File: src/rtl/cp0_unit.sv
// cp0_unit: MIPS coprocessor-0 state (SR, Cause, EPC, PRId).
// Resolves interrupts/exceptions at commit and redirects the PC.
module cp0_unit #(
  parameter logic [31:0] PRID_VAL = 32'h2022_0707
) (
  input  logic        clk,
  input  logic        reset,
  input  logic        en,
  input  logic [4:0]  cp0_addr,
  input  logic [31:0] cp0_in,
  output logic [31:0] cp0_out,
  input  logic [31:0] vpc,
  input  logic        bd_in,
  input  logic [4:0]  exc_code_in,
  input  logic [5:0]  hw_int,
  input  logic        exl_clr,
  output logic        req,
  output logic [31:0] epc_out
);

  localparam logic [4:0] A_SR    = 5'd12;
  localparam logic [4:0] A_CAUSE = 5'd13;
  localparam logic [4:0] A_EPC   = 5'd14;
  localparam logic [4:0] A_PRID  = 5'd15;

  logic [5:0]  im;
  logic        exl;
  logic        ie;
  logic        bd;
  logic [5:0]  ip;
  logic [4:0]  exc_code;
  logic [31:0] epc;

  logic        int_req;
  logic        exc_req;
  logic        wr_ok;

  // Commit-point trap decision; EXL blocks nesting
  always_comb begin
    int_req = (|(hw_int & im)) & ie & ~exl;
    exc_req = (exc_code_in != 5'd0) & ~exl;
    req     = (int_req | exc_req) & ~reset;
    wr_ok   = en & ~req & ~exl_clr;
  end

  // SR: trap sets EXL, eret clears it, mtc0 loads it last
  always_ff @(posedge clk or posedge reset) begin
    if (reset) begin
      im  <= '0;
      exl <= 1'b0;
      ie  <= 1'b0;
    end else if (req) begin
      exl <= 1'b1;
    end else if (exl_clr) begin
      exl <= 1'b0;
    end else if (wr_ok && cp0_addr == A_SR) begin
      im  <= cp0_in[15:10];
      exl <= cp0_in[1];
      ie  <= cp0_in[0];
    end
  end

  // Cause: IP samples the pins, BD/ExcCode record the trap
  always_ff @(posedge clk or posedge reset) begin
    if (reset) begin
      bd       <= 1'b0;
      ip       <= '0;
      exc_code <= '0;
    end else begin
      ip <= hw_int;
      if (req) begin
        bd       <= bd_in;
        exc_code <= int_req ? 5'd0 : exc_code_in;
      end
    end
  end

  // EPC: restart address on trap (branch for delay slots)
  always_ff @(posedge clk or posedge reset) begin
    if (reset) begin
      epc <= '0;
    end else if (req) begin
      epc <= bd_in ? vpc - 32'd4 : vpc;
    end else if (wr_ok && cp0_addr == A_EPC) begin
      epc <= cp0_in;
    end
  end

  // mfc0 read mux, no bypass of same-cycle writes
  always_comb begin
    cp0_out = '0;
    case (cp0_addr)
      A_SR:    cp0_out = {16'b0, im, 8'b0, exl, ie};
      A_CAUSE: cp0_out = {bd, 15'b0, ip, 3'b0, exc_code, 2'b0};
      A_EPC:   cp0_out = epc;
      A_PRID:  cp0_out = PRID_VAL;
      default: cp0_out = '0;
    endcase
  end

  assign epc_out = epc;

endmodule

File: config.mk
export PLATFORM = sky130hd
export DESIGN_NAME = cp0_unit
export DESIGN_NICKNAME = d
export VERILOG_FILES = /design/src/rtl/cp0_unit.sv
export SDC_FILE = /design/constraint.sdc
export NUM_CORES = 1
export LEC_CHECK = 0
export CORE_MARGIN = 5
export CORE_UTILIZATION = 24
export CTS_CLUSTER_SIZE = 10
export DETAILED_ROUTE_END_ITERATION = 10
export HOLD_SLACK_MARGIN = 0.12
export PLACE_DENSITY = 0.48
export SLEW_MARGIN = 40
export SYNTH_ARGS = -nofsm -noshare
export SYNTH_HDL_FRONTEND = slang
export SYNTH_SLANG_ARGS = --single-unit
File: constraint.sdc
create_clock -name clk -period 3.3 [get_ports clk]
set_input_delay 0.33 -clock clk [delete_from_list [all_inputs] [get_ports clk]]
set_output_delay 0.33 -clock clk [all_outputs]
set_load 0.01 [all_outputs]
==> out/qor.yml <==
status: "complete, no violations"
cts_tree: "done"
port_buffers: 149
fp.dieArea_um2: 16310
fmax_mhz: 348.6
viasPerCell: 4.487
report.final.slew_viol_count: 0
synthCells: 343
clkTransAtPathRegs_ps: 70
layout-drive-gt1-share_pct: 8.065
synth_top_flop_cell: "dfrtp_1"
placed_cell_area_um2: 5041
max-slew-margin-rel_pct: 57.26
setup_slack_ps: 431.4
drv_cap: 0
hold_viol_final: 0
pin_count: 150
dieWidth_um: 127.7
ys_warn_count: 0
h-tree-depth: 2
min_period_ps: 2869
placed_cells: 668
place_ws_ps: 322.7
vias: 3033
timing.setup.tns_ps: 0
ctsResizeCount: 0
grt_pass1_wl_um: 18480
fin_crit_sh_pct: 86.93
fin_util_pct: 37.97
critPathMaxStageDelay_ps: 710
n_fill_cell: 1415
ys_types: 44
synth_edf_count: 0
core_um2: 13720
p_leak_nw: 2.042
tightest_slew_ps: 640.2
grt-ovfl-total: 0
grt_pass1_vias: 3353
root_buffer: "clkbuf_16"
antenna_cells: 0
crit_arrival_ps: 2540
wl_per_cell_um: 17.34
start_util_pct: 24.23
cts_setup_buffers: 0
async_flop_share_pct: 100.0
num-nets-final: 581
wl_um: 11720
path_cells: "clkdlybuf4s50_1 -> and2b_1 -> and2b_1 -> and2_1 -> clkdlybuf4s50_1"
hold_buffers: 0
dr.first_iter.drc_count: 88
cp_top_family: "buffers and inverters"
slowest_stage: "clkdlybuf4s50_1"
syn-cell-area_um2: 3324
stdcell_count: 676
cts_buffer_depth: 2
grt_max_degree: 26
worst_hold_path_type: "flop to flop"
drt_first_pass_iters: 4
cts_buffers: 5
setup_violations: 0
crit_fanout: 14
postLayoutCellArea_um2: 5209
criticalPathCategory: "primary input to output pin"
die_h_um: 127.7
drcViolationCount: 0
antenna_found_initial: 0
rsz0062_at_grt: "false"
postRouteAntennaNets: 0
synthToLayoutAreaGrowth_pct: 56.68
gp_congestion: 0.7978
fp-row-count: 43
worst_skew_pair.late_latency_ps: 290
power_density_nw_per_um2: 416.6
required_ps: 2970
startpoint_type: "primary input"
synth.avg_cell_area_um2: 9.692
fin_skew_ps: 5.408
ys_seq_elements: 52
ir_drop_v: 0.0001809
end_kind: "output pin"
clock_sinks: 52
yosysSeqAreaShare_pct: 39.14
grt_usage_pct: 14.44
syn_nets: 429
hpwl_um: 9294
path_buf_inv: 2
-- sequential cells by signal, indices dropped and copies added (netlist names) --
register,cells
ip,6
ie,1
exc_code,5
epc_out,32
bd,1
exl,1
im,6
-- cell usage in the layout, fill, tap and decap left out, types with 9 or more instances in the layout --
master and n:
a21oi_1 10, a22oi_1 9, and2_1 13, buf_4 14, clkdlybuf4s50_1 149, dfrtp_1 52, mux2i_1 58, nand2_1 31
nor2_1 35, nor3_1 13, o21ai_0 14, xnor2_1 23
-- synthesized netlist by cell type, drive strengths merged, types with 2 or more instances --
cell | n | share of area, %
and2 | 13 | 2.4
nand2 | 31 | 3.5
nand4b | 3 | 1.4
a21oi | 10 | 1.5
nor2b | 4 | 0.75
nand2b | 2 | 0.38
nand3b | 3 | 0.68
and2b | 2 | 0.45
or4 | 4 | 0.90
o21ai | 15 | 2.3
clkbuf | 4 | 0.45
a22oi | 9 | 2.0
dfrtp | 52 | 39
mux2 | 7 | 2.4
nor4 | 10 | 3.0
xor2 | 5 | 1.3
or3 | 3 | 0.56
buf | 14 | 2.8
nor3 | 13 | 2.0
xnor2 | 23 | 6.1
inv | 5 | 0.56
mux2i | 58 | 17
nor2 | 35 | 4.0
nand3 | 7 | 1.1
-- metal layers --
| layer | global-route usage (%) | part of all wire [%] | vias to the layer above |
|---|---|---|---|
| met5 | 0 | 0 | - |
| met4 | 2.622 | 0.26 | 0 |
| met3 | 4.708 | 7.4 | 2 |
| met2 | 23.94 | 47 | 98 |
| met1 | 18.65 | 46 | 1425 |
| li1 | - | - | 1508 |
-- report_power, final --
group          total (mW)  switching [mW]  internal [mW]
clock               0.602           0.245          0.357
combinational       0.698           0.292          0.406
sequential          0.869           0.104          0.765
total                2.17           0.642           1.53
-- worst paths after layout --
check                            startpoint     endpoint  slack (ps)  depth (start not counted)
worst min-delay path            exc_code[0]  exc_code[0]         470                          2
worst max-delay path            cp0_addr[1]  cp0_out[25]         430                          5
min in group asynchronous             reset   epc_out[1]         480                          2
worst max register to register        im[1]  epc_out[19]        1200                          7
max in group asynchronous             reset  epc_out[14]        2120                          3
worst min register to register  exc_code[0]  exc_code[0]         470                          2
-- cells by family after synthesis --
family | synth area share, %
simple gates | 22.69
mux | 19.83
flops | 39.14
compound gates | 6.775
xor+xnor | 7.377
buf+inv | 3.801
fa+ha+maj | 0.3763
-- tightest hold or removal path, cell delays in order (launching register included) --
cell and delay [ps]:
dfrtp_1 340, nand2_1 50, nand2_1 50
-- metrics by stage --
stage	hold slack (ps)	total power, mW
after floorplan	361.4	1.155
after global placement	450.6	1.586
after detailed placement	460.9	1.590
after CTS	477.4	2.212
after global routing	497.3	2.297
final	471.5	2.170
-- cell type report --
cell class	instances	area, µm²	share of cell area (%)
multi-input cells	268	1899	36.46
repair buffers	163	1597	30.65
flip-flops and latches	52	1301	24.98
well taps	180	225.2	4.324
clock buffers	5	125.1	2.402
clock inverters	3	42.54	0.8167
inverters	5	18.77	0.3603
(Power assumes the default switching activity.)
